File: config.mk
export PLATFORM = sky130hd
export DESIGN_NAME = digi_scan_ctrl
export DESIGN_NICKNAME = d
export VERILOG_FILES = /design/src/rtl/digi_scan_ctrl.sv
export SDC_FILE = /design/constraint.sdc
export NUM_CORES = 1
export LEC_CHECK = 0
export ABC_AREA = 1
export CORE_MARGIN = 2
export CORE_UTILIZATION = 26
export CTS_BUF_LIST = sky130_fd_sc_hd__clkbuf_8
export CTS_CLUSTER_DIAMETER = 120
export DETAILED_ROUTE_END_ITERATION = 10
export PLACE_DENSITY = 0.47
export SLEW_MARGIN = 10
export SYNTH_ARGS = -nofsm -noshare
export SYNTH_HDL_FRONTEND = slang
export SYNTH_SLANG_ARGS = --single-unit
File: constraint.sdc
create_clock -name clk -period 1.65 [get_ports clk]
set_input_delay 0.165 -clock clk [delete_from_list [all_inputs] [get_ports clk]]
set_output_delay 0.165 -clock clk [all_outputs]
set_load 0.005 [all_outputs]
File: src/rtl/digi_scan_ctrl.sv
// Four-digit scan controller: steps the digit select at a fixed slot rate, blanks the
// start of each slot, and double-buffers the display word so it only changes between frames.
module digi_scan_ctrl #(
  parameter int unsigned DIV   = 50000,
  parameter int unsigned BLANK = 1000
) (
  input  logic        clk,
  input  logic        rst_n,
  input  logic        en_i,
  input  logic [31:0] v0_i,
  input  logic        v0_we_i,
  output logic        v0_ack_o,
  output logic [31:0] v0_disp_o,
  output logic [1:0]  ano_o,
  output logic        blank_o,
  output logic        frame_o
);

  localparam int unsigned CW = $clog2(DIV);
  localparam logic [CW-1:0] LAST      = CW'(DIV - 1);
  localparam logic [CW-1:0] BLANK_END = CW'(BLANK);

  typedef enum logic [1:0] {ST_OFF, ST_BLANK, ST_SHOW} state_t;

  state_t         state, state_nxt;
  logic [CW-1:0]  cnt, cnt_nxt;
  logic [1:0]     ano_nxt;
  logic           frame_end;
  logic [31:0]    pend;
  logic           pend_valid;

  always_comb begin
    state_nxt = state;
    cnt_nxt   = cnt;
    ano_nxt   = ano_o;
    frame_end = 1'b0;
    if (!en_i) begin
      state_nxt = ST_OFF;
    end else begin
      if (state == ST_OFF) begin
        cnt_nxt = '0;
      end else if (cnt == LAST) begin
        cnt_nxt   = '0;
        ano_nxt   = ano_o + 2'd1;
        frame_end = (ano_o == 2'd3);
      end else begin
        cnt_nxt = cnt + 1'b1;
      end
      // Blank/show phase follows the count the slot will hold next cycle.
      state_nxt = (cnt_nxt < BLANK_END) ? ST_BLANK : ST_SHOW;
    end
  end

  always_ff @(posedge clk or negedge rst_n) begin
    if (!rst_n) begin
      state   <= ST_OFF;
      cnt     <= '0;
      ano_o   <= '0;
      blank_o <= 1'b1;
      frame_o <= 1'b0;
    end else begin
      state   <= state_nxt;
      cnt     <= cnt_nxt;
      ano_o   <= ano_nxt;
      blank_o <= (state_nxt != ST_SHOW);
      frame_o <= frame_end;
    end
  end

  // A write landing on the frame-end cycle is newer than pend, so it goes straight to display.
  always_ff @(posedge clk or negedge rst_n) begin
    if (!rst_n) begin
      v0_ack_o   <= 1'b0;
      v0_disp_o  <= '0;
      pend       <= '0;
      pend_valid <= 1'b0;
    end else begin
      v0_ack_o <= v0_we_i;
      if (frame_end) begin
        if (v0_we_i) begin
          v0_disp_o <= v0_i;
        end else if (pend_valid) begin
          v0_disp_o <= pend;
        end
        pend_valid <= 1'b0;
      end else if (v0_we_i) begin
        pend       <= v0_i;
        pend_valid <= 1'b1;
      end
    end
  end

endmodule

==> flow_metrics.tcl, run 1 <==
set metrics [dict create \
    worst-path-stages 10 \
    sw_frac_of_total_pct 25.18 \
    pwr-share-seq_pct 53.3 \
    tightest_slew_ns 0.4321 \
    grt_antenna_before_repair 0 \
    core-area_mm2 0.01635 \
    arrival_ns 2.03 \
    timing.final.ws_setup_ns -0.08466 \
    root_buffer "clkbuf_8" \
    r2r_cells 10 \
    hold-worst-slack_ns 0.1397 \
    die_y_um 132.6 \
    row_count 47 \
    slowest_delay_ns 0.40 \
    synthCells 514 \
    wire_per_inst_um 13.56 \
    finalNetCount 673 \
    final_antenna_net_count 0 \
    via_per_inst 4.421 \
    grt_pass1_vias 3874 \
    h-tree-depth 3 \
    start_util_pct 26.29 \
    path_common_cell "nor2_4" \
    grt_max_degree 40 \
    path_max_fanout 7 \
    violations "negative setup slack" \
    drc_errors 0 \
    peakVddDrop_mv 0.3898 \
    die_w_um 132.6 \
    cp_num_buf_inv 1 \
    critical_path.endpoint "v0_disp_o[4]$_DFFE_PN0P_" \
    syn2layout_area_growth_pct 41.51 \
    cts_tree "yes" \
    clock_latency_ns 0.37 \
    required_ns 1.95 \
    numCtsBuffers 9 \
    max_freq_mhz 576.5 \
    max_cap_viol_count 0 \
    r2r-end "v0_disp_o[4]$_DFFE_PN0P_" \
    r2r_start "cnt[0]$_DFFE_PN0P_" \
    r2r_slack_ns -0.08 \
    crit_family "simple AND/OR/NAND/NOR gates" \
    clk_path_buf_depth 2 \
    worstSetupStartpoint "cnt[0]$_DFFE_PN0P_" \
    dp_hpwl_um 8269 \
    dieArea_mm2 0.01757 \
    relSlewSlack_pct 71.16 \
    dp_cells 835 \
    rsz0062_at_grt "true" \
    syn_avg_cell_area_um2 8.362 \
    first_pass_iters 4 \
    p_per_area_mw_per_mm2 706.9 \
    synth_nets 552 \
    clkSinkCount 88 \
    slew_violations 0 \
    timing.final.crit_period_ns 1.735 \
    endpoint_kind "register" \
    io_buffers 72 \
    grt_overflow 0 \
    cts.clk_slew.worst_paths_ns 0.10 \
    finalCritPeriodShare_pct 105.1 \
    netlist_area_mm2 0.004298 \
    synth-warning-count 0 \
    crit_slowest_cell "dfrtp_1" \
    p_int_uw 3217 \
    worst-setup-path-type "register to register" \
    fin_cells 860 \
    p_leak_uw 0.002944 \
    setup_viol 38 \
    seq_area_frac_synth_pct 51.27 \
    gr-usage-all-layers_pct 13.85 \
    hold_viol 0 \
    vias 3802 \
    gp_congestion 0.8677 \
    cp-start-kind "register" \
    ys_types 29 \
    clockPowerShare_pct 36.0 \
    num_io_pins 73 \
    hp-class "input pin to register" \
    grt_pass1_wl_um 19470 \
    pwr-share-comb_pct 10.7 \
    drive_gt1_share_pct 24.69 \
    status "finished, violations left" \
    antennaDiodeCount 0 \
    switchingPower_uw 1082 \
    finClkSkew_ns 0.01508 \
    wl_um 11660 \
    fillers 1700 \
    path_cells "ha_4 > nand3_4 > nor2_4 > nand2_2 > nor3_4 > nand2_4 > nor2_4 > buf_6 > o211ai_1 > nand2_1" \
    first_iter_violations 165 \
    synth_seq_cells 88 \
]
-- layer usage --
layer	global-route usage (%)	share of wire (%)	wire, um	vias to the layer above
li1	-	-	-	1912
met1	17.48	45	5305	1799
met2	23.43	49	5727	79
met3	3.755	4.3	502	12
met4	3.704	1.1	126	0
met5	0	0	0	-
-- metrics by stage --
stage / worst slack (ns) / utilization [%] / cell area [um2] / power (uW) / TNS (ns)
global route: -0.2775 / 37.20 / 6082 / 4548 / -13.45
floorplan: -0.07171 / - / 4315 / 2532 / -2.698
detailed placement: -0.2340 / 34.53 / 5645 / 2780 / -11.23
global placement: -0.1697 / 34.53 / 5645 / 2772 / -8.847
CTS: -0.1214 / 36.48 / 5963 / 4395 / -3.864
finish: -0.08466 / 37.20 / 6082 / 4299 / -1.694
-- area by class of cell --
| cell class | instances | area (um2) | area share [%] |
|---|---|---|---|
| sequential | 88 | 2205 | 36.25 |
| inverter | 34 | 135.1 | 2.222 |
| timing repair buffer | 137 | 1289 | 21.19 |
| clock buffer | 10 | 137.6 | 2.263 |
| clock inverter | 6 | 65.06 | 1.070 |
| tap | 220 | 275.3 | 4.526 |
| multi-input combinational | 365 | 1976 | 32.48 |
-- tightest hold or removal path: stages --
cell and delay, ns:
buf_2 0.16, nand3_1 0.10, nand2_1 0.05
-- cell usage in the layout (no fill, tap or decap), drive strengths merged, types with 2 or more instances in the layout --
cell           instances
clkinv                 3
buf                   66
nand4                  8
nand2                180
a21oi                  2
ha                     2
clkbuf                10
nor2                  36
inv                   35
nand3                 42
mux2                  24
xor2                   2
clkdlybuf4s50         70
o211ai                 9
o21ai                 53
dfrtp                 87
xnor2                  2
o22ai                  2
-- worst min path at each step --
stage	depth (start not counted)	from	slack, ns	end
global route	3	v0_we_i	0.11	pend[13]$_DFFE_PN0P_
global placement	1	rst_n	0.08	v0_disp_o[19]$_DFFE_PN0P_
finish	3	v0_we_i	0.14	pend[30]$_DFFE_PN0P_
CTS	3	v0_we_i	0.11	pend[30]$_DFFE_PN0P_
detailed placement	1	rst_n	0.08	v0_disp_o[19]$_DFFE_PN0P_
floorplan	0	rst_n	-0.13	ano_o[0]$_DFFE_PN0P_
-- power by group through the flow --
stage	clock, uW	sequential, uW	combinational [uW]
after floorplan	0	2320	208
after global placement	0	2330	442
after detailed placement	0	2330	446
after CTS	1640	2290	462
after global routing	1720	2300	521
final	1550	2290	461
-- cell usage after synthesis (all sizes together) --
| master | n | area [um2] |
|---|---|---|
| dfstp | 1 | 26.28 |
| o211ai | 9 | 67.56 |
| nor3 | 1 | 16.27 |
| a21oi | 2 | 10.01 |
| nand4 | 8 | 50.05 |
| nand3 | 42 | 222.7 |
| xor2 | 2 | 17.52 |
| clkbuf | 12 | 45.04 |
| o22ai | 2 | 12.51 |
| buf | 16 | 106.3 |
| inv | 34 | 127.6 |
| dfrtp | 87 | 2177 |
| nor2 | 36 | 145.1 |
| o21bai | 1 | 7.510 |
| nand2 | 179 | 679.4 |
| a22o | 1 | 8.760 |
| xnor2 | 2 | 17.52 |
| o21ai | 53 | 265.3 |
| mux2 | 24 | 270.3 |
| ha | 2 | 25.02 |
-- cells by family (layout without fill, tap and decap cells) --
family	Yosys count	after routing	share of synthesized area [%]
simple gates	266	267	25.91
flops	88	88	51.27
compound gates	68	68	8.646
buf+inv	62	187	6.492
mux	24	24	6.288
xor+xnor	4	4	0.8153
fa+ha+maj	2	2	0.5821
-- sequential cells by signal, summed over array words and instances, names as in the netlist --
signal      cells
pend           32
v0_disp_o      32
cnt            16
ano_o           2
state           2
blank_o         1
frame_o         1
pend_valid      1
v0_ack_o        1
-- timing repair --
action,in CTS,in global routing
resized for setup,21,40
hold buffers,1,0
endpoints found under the hold margin,35,0
pin swaps,1,4
cloned,2,0
setup endpoints to repair,76,82
buffers inserted,5,1
(Power assumes the default switching activity.)
==> run 2: changes to the inputs <==
--- a/config.mk
+++ b/config.mk
@@ -12,7 +12,8 @@
 export CTS_CLUSTER_DIAMETER = 120
 export DETAILED_ROUTE_END_ITERATION = 10
 export PLACE_DENSITY = 0.47
-export SLEW_MARGIN = 10
+export REMOVE_ABC_BUFFERS = 1
+export SLEW_MARGIN = 20
 export SYNTH_ARGS = -nofsm -noshare
 export SYNTH_HDL_FRONTEND = slang
 export SYNTH_SLANG_ARGS = --single-unit
==> run 2 against run 1 <==
  * The flow still finishes with violations (negative setup slack)
  * Critical path depth did not move
  * Utilization rose by 0.15 points
  * Clock power rose by 6%
  * Flip-flop and latch count did not move
  * Non-clock buffer count fell by 4
  * Routed wire length rose by 3.0%
  * Die area did not move
  * Hold slack improved by 0.060 ns
  * Count of clock-buffer cells in the layout fell by 1
  * Sequential share of layout area fell by 0.15 points
  * Sequential power barely moved
  * Highest routed layer unchanged
==> flow_metrics.tcl, run 2 (synthesized netlist as in run 1, its figures left out) <==
set metrics [dict create \
    grt_antenna_before_repair 0 \
    worstSetupStartpoint "cnt[1]$_DFFE_PN0P_" \
    grt_pass1_wl_um 20220 \
    fillers 1724 \
    p_leak_uw 0.002954 \
    timing.final.ws_setup_ns -0.07187 \
    via_per_inst 4.561 \
    dp_cells 832 \
    cts.clk_slew.worst_paths_ns 0.11 \
    layout_commonest_cell "nand2_1" \
    r2r_cells 10 \
    start_util_pct 26.29 \
    gr-usage-all-layers_pct 14.38 \
    numCtsBuffers 9 \
    io_buffers 72 \
    worst-setup-path-type "register to register" \
    violations "negative setup slack" \
    grt_overflow 0 \
    regArea_mm2 0.002205 \
    cp-start-kind "register" \
    r2r-end "v0_disp_o[2]$_DFFE_PN0P_" \
    dp_hpwl_um 8340 \
    slew_violations 0 \
    fin_cells 855 \
    vias 3900 \
    clock_latency_ns 0.38 \
    cts_tree "yes" \
    r2r_slack_ns -0.07 \
    fin_util_pct 37.36 \
    first_iter_violations 148 \
    setup_viol 56 \
    finClkSkew_ns 0.01557 \
    grt_max_degree 36 \
    path_max_fanout 18 \
    clkSinkCount 88 \
    die_y_um 132.6 \
    hold_viol 0 \
    row_count 47 \
    timing.final.crit_period_ns 1.722 \
    peakVddDrop_mv 0.5735 \
    max_cap_viol_count 0 \
    tightest_slew_ns 0.4385 \
    drc_errors 0 \
    die_w_um 132.6 \
    clk_path_buf_depth 2 \
    endpoint_kind "register" \
    antennaDiodeCount 0 \
    multi_input_area_mm2 0.001987 \
    dieArea_mm2 0.01757 \
    gp_congestion 0.8800 \
    r2r_start "cnt[1]$_DFFE_PN0P_" \
    required_ns 1.98 \
    finalCritPeriodShare_pct 104.4 \
    relSlewSlack_pct 70.76 \
    syn2layout_area_growth_pct 42.10 \
    hp-class "input pin to async pin" \
    drive_gt1_share_pct 23.31 \
    first_pass_iters 4 \
    max_freq_mhz 580.8 \
    final_antenna_net_count 0 \
    status "finished, violations left" \
    hold-worst-slack_ns 0.1995 \
    root_buffer "clkbuf_8" \
    h-tree-depth 3 \
    finalNetCount 668 \
    core-area_mm2 0.01635 \
    p_per_area_mw_per_mm2 720.3 \
    arrival_ns 2.05 \
    wl_um 12010 \
    reg_top3 "pend x32, v0_disp_o x32, cnt x16" \
    grt_pass1_vias 3907 \
    final_cell_mix "nand2_1, dfrtp_1, clkdlybuf4s50_1" \
    wire_per_inst_um 14.05 \
    rsz0062_at_grt "true" \
    num_io_pins 73 \
]
-- run 2: cell count changes in the layout (fill, tap and decap cells not counted), sizes merged --
| cell | before | now |
|---|---|---|
| inv | 35 | 37 |
| nand2 | 180 | 179 |
| buf | 66 | 62 |
| clkinv | 3 | 2 |
| clkbuf | 10 | 9 |
-- run 2: worst max path at each step --
stage	to	slack (ns)	cells past startpoint
2_1_floorplan	v0_disp_o[0]$_DFFE_PN0P_	-0.75	9
3_3_place_gp	v0_disp_o[5]$_DFFE_PN0P_	-0.12	9
3_5_place_dp	v0_disp_o[12]$_DFFE_PN0P_	-0.17	9
4_1_cts	v0_disp_o[2]$_DFFE_PN0P_	-0.10	10
5_1_grt	v0_disp_o[2]$_DFFE_PN0P_	-0.22	10
6_report	v0_disp_o[2]$_DFFE_PN0P_	-0.07	10
-- run 2: layout make-up --
cell class,instances,area share [%]
inverters,34,2.295
clock inverters,7,1.373
clock buffers,9,2.028
multi-input cells,364,32.53
repair buffers,133,21.16
well taps,220,4.507
flip-flops and latches,88,36.10
-- run 2: critical path: stages, from the launching register on --
cell      delay, ns
dfrtp_1        0.41
ha_4           0.17
nand3_4        0.10
nor2_4         0.13
nand2_2        0.07
nor3_4         0.17
nand2_4        0.12
nor2_4         0.16
buf_12         0.17
o211ai_1       0.10
nand2_1        0.07
-- run 2: metrics by stage --
stage          power, uW  worst slack (ns)  setup TNS, ns  cell area (um2)
5_1_grt             4614           -0.2160         -9.625             6107
4_1_cts             4457           -0.1039         -3.170             5943
3_3_place_gp        2768           -0.1153         -3.277             5635
6_report            4399          -0.07187         -1.641             6107
2_1_floorplan       2497           -0.7509         -45.45             4146
3_5_place_dp        2780           -0.1673         -5.868             5635
-- run 2: per-layer routing --
metal / global-route usage, % / vias up / wire length (um)
li1: - / 1893 / -
met2: 22.34 / 94 / 5490
met3: 4.215 / 12 / 575
met1: 19.73 / 1901 / 5797
met5: 0 / - / 0
met4: 3.584 / 0 / 147
-- run 2: power breakdown --
group / leakage [uW] / total, uW / switching (uW) / internal, uW
Combinational: 0.00170 / 468 / 230 / 237
Sequential: 0.00115 / 2300 / 56.3 / 2240
Clock: 0.000103 / 1640 / 905 / 730
-- run 2: timing repair --
item / 4_1_cts / 5_1_grt
hold buffers: 1 / 0
endpoints found under the hold margin: 67 / 0
pin swaps: 2 / 12
gates resized for setup: 21 / 48
endpoints found under the setup margin: 70 / 76
setup buffers: 4 / 3
gates cloned: 0 / 0
==> run 3: changes to the inputs <==
--- a/config.mk
+++ b/config.mk
@@ -13,6 +13,7 @@
 export DETAILED_ROUTE_END_ITERATION = 10
 export PLACE_DENSITY = 0.47
 export REMOVE_ABC_BUFFERS = 1
+export SKIP_LAST_GASP = 1
 export SLEW_MARGIN = 20
 export SYNTH_ARGS = -nofsm -noshare
 export SYNTH_HDL_FRONTEND = slang
==> run 3 against run 2 <==
  * The flow still finishes with violations (negative setup slack)
  * Total power barely moved
  * Global-route usage is essentially flat
  * Sequential share of layout area about the same
  * Largest cell class unchanged
  * Largest power group unchanged
==> flow_metrics.tcl, run 3 (synthesized netlist as in run 1, its figures left out) <==
set metrics [dict create \
    rsz0062_at_grt "true" \
    gp_congestion 0.8800 \
    final_cell_mix "nand2_1, dfrtp_1, clkdlybuf4s50_1" \
    p_per_area_mw_per_mm2 721.1 \
    hp-class "input pin to async pin" \
    num_io_pins 73 \
    start_util_pct 26.29 \
    row_count 47 \
    grt_overflow 0 \
    fillers 1725 \
    die_w_um 132.6 \
    dp_cells 832 \
    cts_tree "yes" \
    path_cells "ha_4 > nand3_4 > nor2_4 > nand2_2 > nor3_4 > nand2_4 > nor2_4 > buf_12 > o211ai_1 > nand2_1" \
    dieArea_mm2 0.01757 \
    slowest_delay_ns 0.41 \
    wire_per_inst_um 14.05 \
    vias 3883 \
    cp-start-kind "register" \
    timing.final.crit_period_ns 1.722 \
    final_antenna_net_count 0 \
    arrival_ns 2.05 \
    root_buffer "clkbuf_8" \
    finalNetCount 668 \
    finalCritPeriodShare_pct 104.4 \
    core-area_mm2 0.01635 \
    grt_pass1_vias 3908 \
    first_pass_iters 4 \
    regArea_mm2 0.002205 \
    cts.clk_slew.worst_paths_ns 0.11 \
    syn2layout_area_growth_pct 41.92 \
    peakVddDrop_mv 0.5510 \
    antennaDiodeCount 0 \
    fin_cells 855 \
    numCtsBuffers 9 \
    tns_ns -1.606 \
    endpoint_kind "register" \
    layout_commonest_cell "nand2_1" \
    clk_path_buf_depth 2 \
    dp_hpwl_um 8340 \
    required_ns 1.98 \
    grt_max_degree 36 \
    crit_slowest_cell "dfrtp_1" \
    hold_viol 0 \
    via_per_inst 4.542 \
    grt_antenna_before_repair 0 \
    relSlewSlack_pct 71.16 \
    gr-usage-all-layers_pct 14.38 \
    max_freq_mhz 580.7 \
    timing.final.ws_setup_ns -0.07209 \
    drc_errors 0 \
    io_buffers 72 \
    cp_num_buf_inv 1 \
    clkSinkCount 88 \
    max_cap_viol_count 0 \
    worst-setup-path-type "register to register" \
    first_iter_violations 152 \
    clock_latency_ns 0.38 \
    crit_family "simple AND/OR/NAND/NOR gates" \
    h-tree-depth 3 \
    violations "negative setup slack" \
    p_leak_uw 0.002958 \
    path_common_cell "nor2_4" \
    path_max_fanout 18 \
    grt_pass1_wl_um 20220 \
    slew_violations 0 \
    worst-path-stages 10 \
    finClkSkew_ns 0.01596 \
    setup_viol 56 \
    r2r_cells 10 \
    wl_um 12020 \
    status "finished, violations left" \
    multi_input_area_mm2 0.001984 \
    tightest_slew_ns 0.4325 \
    die_y_um 132.6 \
    drive_gt1_share_pct 22.99 \
    reg_top3 "pend x32, v0_disp_o x32, cnt x16" \
]
==> run 3: path summary, 6_finish.rpt <==
check	from	end	slack (ns)
worst max-delay path	cnt[1]$_DFFE_PN0P_	v0_disp_o[2]$_DFFE_PN0P_	-0.07
worst min-delay path	rst_n	pend[1]$_DFFE_PN0P_	0.20
worst max register to register	cnt[1]$_DFFE_PN0P_	v0_disp_o[2]$_DFFE_PN0P_	-0.07
worst min register to register	pend[8]$_DFFE_PN0P_	pend[8]$_DFFE_PN0P_	0.48
max in group asynchronous	rst_n	v0_disp_o[28]$_DFFE_PN0P_	0.87
min in group clk	v0_we_i	pend[25]$_DFFE_PN0P_	0.25
==> run 3: per-layer routing <==
layer  vias up  global-route usage [%]  part of all wire (%)
met5         -                       0                     0
met4         0                   3.584                   1.2
met3        12                   4.215                   4.5
met2        85                   22.37                    46
met1      1893                   19.68                    49
li1       1893                       -                     -
==> run 3: worst register-to-register path, cell delays in order (launching register included) <==
cell and delay, ns:
dfrtp_1 0.41, ha_4 0.17, nand3_4 0.10, nor2_4 0.13
nand2_2 0.07, nor3_4 0.17, nand2_4 0.12, nor2_4 0.16
buf_12 0.17, o211ai_1 0.10, nand2_1 0.07
==> run 3: power by group <==
group | switching [uW] | internal, uW
clock network | 906 | 730
registers | 55.9 | 2240
logic | 230 | 237
total | 1190 | 3210
==> run 3: cell type report <==
cell class / count / share of cell area [%]
Sequential cell: 88 / 36.14
Clock buffer: 9 / 2.031
Tap cell: 220 / 4.513
Inverter: 34 / 2.215
Clock inverter: 7 / 1.374
Multi-Input combinational cell: 364 / 32.53
Timing Repair Buffer: 133 / 21.19
==> run 3: what timing repair did <==
action / 4_1_cts / 5_1_grt
endpoints found under the hold margin: 67 / 0
pin swaps: 2 / 12
setup buffers: 4 / 3
setup endpoints to repair: 70 / 76
gates resized for setup: 17 / 46
hold buffers: 1 / 0
==> run 3: through the flow <==
stage	worst slack [ns]	hold WS (ns)	instance area, um2	total power [uW]	util (%)
after global routing	-0.2160	0.2005	6100	4613	37.31
after global placement	-0.1153	0.05789	5635	2768	34.47
final	-0.07209	0.2000	6100	4398	37.31
after CTS	-0.1039	0.1817	5943	4457	36.35
after detailed placement	-0.1673	0.05803	5635	2780	34.47
after floorplan	-0.7509	-0.1306	4146	2497	-
